**src/rtl/shift_sequencer.sv**
```systemverilog
// Multi-cycle shifter: applies one single-position shift per clock until the requested amount is done.
// Optional carry_out port enabled by defining SHIFT_SEQ_CARRY_EN.
module shift_sequencer #(
   parameter int unsigned WIDTH = 16,
   parameter int unsigned AMT_W = 4
) (
   input  logic             clk,
   input  logic             reset_n,
   input  logic             start,
   input  logic [1:0]       op,
   input  logic [AMT_W-1:0] amount,
   input  logic [WIDTH-1:0] din,
   output logic             busy,
   output logic             done,
   output logic [WIDTH-1:0] dout
`ifdef SHIFT_SEQ_CARRY_EN
   ,
   output logic             carry_out
`endif
);

   localparam logic [1:0] IDLE  = 2'd0;
   localparam logic [1:0] SHIFT = 2'd1;
   localparam logic [1:0] DONE  = 2'd2;

   localparam logic [1:0] OP_PASS = 2'b00;
   localparam logic [1:0] OP_SHL  = 2'b01;
   localparam logic [1:0] OP_SHR  = 2'b10;
   localparam logic [1:0] OP_SAR  = 2'b11;

   logic [1:0]       state_q, state_d;
   logic [WIDTH-1:0] work_q, work_d;
   logic [AMT_W-1:0] cnt_q, cnt_d;
   logic [1:0]       op_q, op_d;
   logic [WIDTH-1:0] dout_q, dout_d;
   logic [WIDTH-1:0] step_work;

`ifdef SHIFT_SEQ_CARRY_EN
   logic carry_q, carry_d;
   logic step_bit;
`endif

   // One single-position step of the latched operation.
   always_comb begin
      step_work = work_q;
`ifdef SHIFT_SEQ_CARRY_EN
      step_bit  = 1'b0;
`endif
      case (op_q)
         OP_SHL: begin
            step_work = {work_q[WIDTH-2:0], 1'b0};
`ifdef SHIFT_SEQ_CARRY_EN
            step_bit  = work_q[WIDTH-1];
`endif
         end
         OP_SHR: begin
            step_work = {1'b0, work_q[WIDTH-1:1]};
`ifdef SHIFT_SEQ_CARRY_EN
            step_bit  = work_q[0];
`endif
         end
         OP_SAR: begin
            step_work = {work_q[WIDTH-1], work_q[WIDTH-1:1]};
`ifdef SHIFT_SEQ_CARRY_EN
            step_bit  = work_q[0];
`endif
         end
         default: step_work = work_q;
      endcase
   end

   always_comb begin
      state_d = state_q;
      work_d  = work_q;
      cnt_d   = cnt_q;
      op_d    = op_q;
      dout_d  = dout_q;
`ifdef SHIFT_SEQ_CARRY_EN
      carry_d = carry_q;
`endif
      case (state_q)
         IDLE: begin
            if (start) begin
               work_d = din;
               cnt_d  = amount;
               op_d   = op;
               // Trivial requests skip SHIFT; result is ready in the next cycle.
               if (op == OP_PASS || amount == '0) begin
                  state_d = DONE;
                  dout_d  = din;
`ifdef SHIFT_SEQ_CARRY_EN
                  carry_d = 1'b0;
`endif
               end else begin
                  state_d = SHIFT;
               end
            end
         end
         SHIFT: begin
            work_d = step_work;
            cnt_d  = cnt_q - AMT_W'(1);
            if (cnt_q == AMT_W'(1)) begin
               state_d = DONE;
               dout_d  = step_work;
`ifdef SHIFT_SEQ_CARRY_EN
               carry_d = step_bit;
`endif
            end
         end
         DONE:    state_d = IDLE;
         default: state_d = IDLE;
      endcase
   end

   always_ff @(posedge clk or negedge reset_n) begin
      if (!reset_n) begin
         state_q <= IDLE;
         work_q  <= '0;
         cnt_q   <= '0;
         op_q    <= OP_PASS;
         dout_q  <= '0;
`ifdef SHIFT_SEQ_CARRY_EN
         carry_q <= 1'b0;
`endif
      end else begin
         state_q <= state_d;
         work_q  <= work_d;
         cnt_q   <= cnt_d;
         op_q    <= op_d;
         dout_q  <= dout_d;
`ifdef SHIFT_SEQ_CARRY_EN
         carry_q <= carry_d;
`endif
      end
   end

   assign busy = (state_q != IDLE);
   assign done = (state_q == DONE);
   assign dout = dout_q;
`ifdef SHIFT_SEQ_CARRY_EN
   assign carry_out = carry_q;
`endif

endmodule

```
**config.mk**
```make
export PLATFORM = sky130hd
export DESIGN_NAME = shift_sequencer
export DESIGN_NICKNAME = d
export VERILOG_FILES = /design/src/rtl/shift_sequencer.sv
export SDC_FILE = /design/constraint.sdc
export NUM_CORES = 1
export LEC_CHECK = 0
export CORE_MARGIN = 1.5
export CORE_UTILIZATION = 29
export DETAILED_ROUTE_END_ITERATION = 8
export PLACE_DENSITY = 0.58
export SLEW_MARGIN = 0
export SYNTH_ARGS = -nofsm -noshare
export SYNTH_HDL_FRONTEND = slang
export SYNTH_SLANG_ARGS = --single-unit
```
**constraint.sdc**
```tcl
create_clock -name clk -period 2.79 [get_ports clk]
set_input_delay 0.4185 -clock clk [delete_from_list [all_inputs] [get_ports clk]]
set_output_delay 0.4185 -clock clk [all_outputs]
set_load 0.005 [all_outputs]
```
==> results of run 1 <==
==> worst max-delay path: stages (launching register included) <==
cell and delay [ps]:
dfrtp_1 590, nand2b_4 250, o21ai_4 650, mux2_2 410
==> synthesized netlist by cell type (all sizes together), types with 2 or more instances <==
master and instances:
nor2b 13, a21oi 6, buf 12, nor3 5, a221o 2, nand2 21
ha 2, mux2i 12, nor2 12, a211oi 11, or2 3, mux2 7
clkbuf 2, o21ai 35, inv 16, nand3 2, a21o 4, a221oi 4
dfrtp 40, a2bb2oi 9
==> final cells by class <==
cell class | count | area [sq um] | share of cell area (%)
multi-input combinational | 156 | 1050 | 37.8
tap | 99 | 124 | 4.46
inverter | 16 | 60.1 | 2.16
clock buffer | 7 | 96.3 | 3.47
timing repair buffer | 46 | 445 | 16.0
sequential | 40 | 1000 | 36.1
==> per-layer routing <==
metal	share of wire (%)	up-vias	global-route usage, %
met5	0	-	0
met1	51	827	18.8
li1	-	875	-
met2	45	37	21.2
met4	0.57	0	3.57
met3	3.4	4	3.37
==> metrics by stage <==
stage	setup WS, ps	total power [mW]
final	770	3.31
after global routing	652	3.64
after CTS	723	3.37
after detailed placement	522	2.93
after global placement	618	2.90
after floorplan	1310	2.40
==> how the worst max path moves through the flow <==
stage | startpoint | end | cells past startpoint | slack [ps]
floorplan | amount[3] | dout[10] | 4 | 1310
global placement | amount[3] | dout[10] | 5 | 620
detailed placement | amount[3] | dout[11] | 5 | 520
CTS | state_q[0] | dout[11] | 3 | 720
global route | state_q[0] | dout[11] | 3 | 650
finish | state_q[0] | dout[14] | 3 | 770
==> cell families (layout without fill, tap and decap cells) <==
logic type      count (synthesis)  in the layout  share of synthesized area (%)
compound gates                 75             75                           23.2
fa+ha+maj                       2              2                           1.13
buf+inv                        30             69                           7.66
flops                          40             40                           45.1
mux                            19             19                           8.96
simple gates                   60             60                           14.0
==> where the power goes <==
part,switching (mW),internal [mW],leakage (nW)
Clock,0.191,0.220,0.0503
Combinational,0.808,0.895,0.616
Sequential,0.319,0.881,0.477
==> state kept, by name (all words and copies together) (netlist names) <==
name     count
dout        16
state_q      2
work_q      16
op_q         2
cnt_q        4
==> reports/metrics.yaml, run 1 <==
numPlacedInstances: 357
synth_area_per_cell_sq_um: 9.83
timing.rr.start: "state_q[0]"
count_of_pins_on_the_block_boundary: 43
grt_first_pass_wirelength_um: 8980
grt_overflow: 0
ys_dominant_reg_cell: "dfrtp_1"
setup_tns_after_final_layout_ps: 0
maximum_number_of_pins_on_one_net_before_global_route_repair: 41
fin_worst_hold_slack_ps: 263
cts_htree_levels: 2
coreArea_sq_um: 7330
final_nets: 292
io_buffer_count: 42
finalWorstPathRequiredPeriod_ps: 2020
cts_hold_buffers: 0
timing.critical_path.fanout_max: 21
final_std_cell_area_no_fill_sq_um: 2780
synth.top_cells.by_area: "dfrtp_1, o21ai_0, mux2i_1"
leading_cell_type_in_the_layout_fill_and_taps_excluded: "clkdlybuf4s50_1"
layout-area-overhead-vs-synth_pct: 25.0
setup_viol: 0
hold_viol_final: 0
power_per_cell_area_nw_per_um2: 1190
cts_num_sinks: 40
syn_inst: 226
proportion_of_layout_cells_with_a_drive_suffix_above_1_pct: 10.9
synth_top_cell_area_share_pct: 45.1
die-height_um: 90.5
die_area_sq_um: 8190
ys_seq_area_share_pct: 45.1
fin_cells: 364
detailedRoute.firstPassIterationCount: 4
post_drt_via_cell_ratio: 4.79
most-common-layout-cells: "clkdlybuf4s50_1, dfrtp_1, o21ai_0, nand2_1, inv_1"
post_cts.repair.setup_buffers: 0
startpoint_type: "flip-flop"
worst_clock_skew_ps: 6.08
grt_setup_unrepaired: "no"
insertedDiodeCount: 0
synth_seq_cells: 40
max_slew_margin_pct: 39.0
ys_types: 36
synth.cell_area_sq_um: 2220
reg2reg_to: "dout[14]"
crit_required_ps: 2960
vias: 1743
max_slew.worst_pin.slew_ps: 915
max_cap_violations: 0
mapped_nets: 253
synthDominantAreaCellType: "dfrtp_1"
place_hpwl_um: 3500
final.period_utilization_pct: 72.4
route.detailed.wl_per_inst_um: 14.1
postPlaceCellArea_sq_um: 2680
cts_resized: 0
clk-insertion-delay-late_ps: 290
power.ir.vdd_worst_mv: 0.354
drc_errors_left: 0
ant_nets: 0
clk_root_buffer_cell: "clkbuf_8"
die_width_um: 90.5
ys_async_sr_fraction_pct: 100
outcome: "completed"
regToRegSetupSlack_ps: 770
place_congestion: 0.814
cp-end-kind: "flip-flop"
max_freq_ghz: 0.495
number_of_antenna_violations_at_the_first_check_in_global_routing: 0
num-fill-cells: 723
clockBufferDepth: 2
first_global_vias: 1772
synth-edff-count: 0
routed_wl_um: 5130
critPathKind: "reg2reg"
numCtsBuffers: 5
ys.warnings.count: 0
maxSlewViolCount: 0
timing.critical_path.arrival_ps: 2190
power.static_leakage_nw: 1.14
clock_tree_from_tritoncts: "done"
hold_class: "in2async"
drtIter0Drc: 62
clkSlewWorstSetupHoldPaths_ps: 70
globalRouteTotalUtil_pct: 13.6
floorplan.rows: 31
start_util_pct: 30.3
worstRegToRegCells: 3
post-route-util_pct: 37.9
Power figures use the tool's default switching activity.
==> run 2: changes to the inputs <==
PLACE_DENSITY = 0.6   (was 0.58)
clock period = 1.8 ns   (was 2.79 ns; I/O delays follow)
==> reports/metrics.yaml, run 2 (synthesis gave the netlist of run 1 again) <==
outcome: "completed"
postPlaceCellArea_sq_um: 2790
power.ir.vdd_worst_mv: 0.717
max_cap_violations: 0
numPlacedInstances: 368
grt_first_pass_wirelength_um: 9170
detailedRoute.firstPassIterationCount: 4
worst_clock_skew_ps: 10.8
timing.critical_path.fanout_max: 4
timing.critical_path.arrival_ps: 1450
count_of_pins_on_the_block_boundary: 43
post-route-util_pct: 39.6
finalWorstPathRequiredPeriod_ps: 1720
place_hpwl_um: 3790
maxSlewViolCount: 0
crit_required_ps: 1530
setup_viol: 0
fin_worst_hold_slack_ps: 449
most-common-layout-cells: "clkdlybuf4s50_1, dfrtp_1, o21ai_0, nand2_1"
drtIter0Drc: 99
worstRegToRegCells: 5
ant_nets: 0
io_buffer_count: 42
cts_num_sinks: 40
cts_htree_levels: 2
globalRouteTotalUtil_pct: 14.2
insertedDiodeCount: 0
power_per_cell_area_nw_per_um2: 1820
route.detailed.wl_per_inst_um: 14.1
clkSlewWorstSetupHoldPaths_ps: 80
die_width_um: 90.5
grt_overflow: 0
die_area_sq_um: 8190
leading_cell_type_in_the_layout_fill_and_taps_excluded: "clkdlybuf4s50_1"
number_of_antenna_violations_at_the_first_check_in_global_routing: 0
max_freq_ghz: 0.581
die-height_um: 90.5
routed_wl_um: 5350
drc_errors_left: 0
setup_tns_after_final_layout_ps: 0
post_drt_via_cell_ratio: 4.70
fin_cells: 379
max_slew.worst_pin.slew_ps: 471
hold_class: "in2async"
clk-insertion-delay-late_ps: 300
start_util_pct: 30.3
power.static_leakage_nw: 1.21
coreArea_sq_um: 7330
floorplan.rows: 31
layout-area-overhead-vs-synth_pct: 30.6
clock_tree_from_tritoncts: "done"
startpoint_type: "flip-flop"
clockBufferDepth: 2
final_nets: 307
numCtsBuffers: 5
max_slew_margin_pct: 68.6
critPathKind: "reg2out"
num-fill-cells: 735
cp-end-kind: "primary output"
clk_root_buffer_cell: "clkbuf_8"
vias: 1781
proportion_of_layout_cells_with_a_drive_suffix_above_1_pct: 15.7
place_congestion: 0.832
first_global_vias: 1817
maximum_number_of_pins_on_one_net_before_global_route_repair: 23
grt_setup_unrepaired: "no"
final_std_cell_area_no_fill_sq_um: 2900
final.period_utilization_pct: 95.6
hold_viol_final: 0
run 2: changes by cell type in the layout (fill, tap and decap cells not counted), sizes merged:
| cell | previous run | this run |
|---|---|---|
| dlygate4sd3 | 0 | 1 |
| clkbuf | 7 | 6 |
| buf | 5 | 19 |
| clkinv | 0 | 1 |
run 2: path summary, 6_finish.rpt:
path	startpoint	to	slack, ps
setup / recovery	state_q[1]	busy	80
setup reg to reg	state_q[1]	dout[1]	150
min in group clk	dout[12]	dout[12]	510
hold / removal	reset_n	cnt_q[3]	450
max in group asynchronous	reset_n	work_q[7]	860
hold reg to reg	dout[12]	dout[12]	510
run 2: timing repair:
item,4_1_cts,5_1_grt
hold endpoints to repair,18,0
hold buffers,1,0
resized for setup,2,0
setup buffers,3,0
setup endpoints to repair,2,0
run 2: critical path, stage by stage, from the launching register on:
cell             delay, ps
dfrtp_2                420
or2_2                  300
clkdlybuf4s50_1        440
run 2: layout make-up:
| class | count | area [sq um] | share of cell area (%) |
|---|---|---|---|
| Clock buffer | 6 | 72.6 | 2.50 |
| Multi-Input combinational cell | 156 | 1050 | 36.2 |
| Timing Repair Buffer | 61 | 586 | 20.2 |
| Sequential cell | 40 | 1000 | 34.6 |
| Inverter | 16 | 60.1 | 2.07 |
| Tap cell | 99 | 124 | 4.27 |
| Clock inverter | 1 | 5.00 | 0.173 |
run 2: stage by stage:
stage                     setup slack [ps]  power, mW
final                                 78.8       5.29
after global routing                  4.04       5.79
after CTS                             74.5       5.34
after detailed placement              -126       4.69
after global placement               -50.3       4.64
after floorplan                        376       3.73
run 2: metal layers:
| layer | track usage, % | vias up | share of wire, % |
|---|---|---|---|
| met4 | 3.57 | 0 | 1.1 |
| met1 | 19.9 | 823 | 51 |
| met3 | 3.96 | 7 | 4.4 |
| met2 | 21.3 | 41 | 43 |
| li1 | - | 910 | - |
| met5 | 0 | - | 0 |
run 2: report_power, final:
| group | switching [mW] | total, mW | leakage [nW] | internal [mW] |
|---|---|---|---|---|
| clock | 0.306 | 0.570 | 0.0410 | 0.264 |
| sequential | 0.406 | 1.78 | 0.475 | 1.37 |
| combinational | 1.41 | 2.94 | 0.698 | 1.54 |
| total | 2.12 | 5.29 | 1.21 | 3.17 |
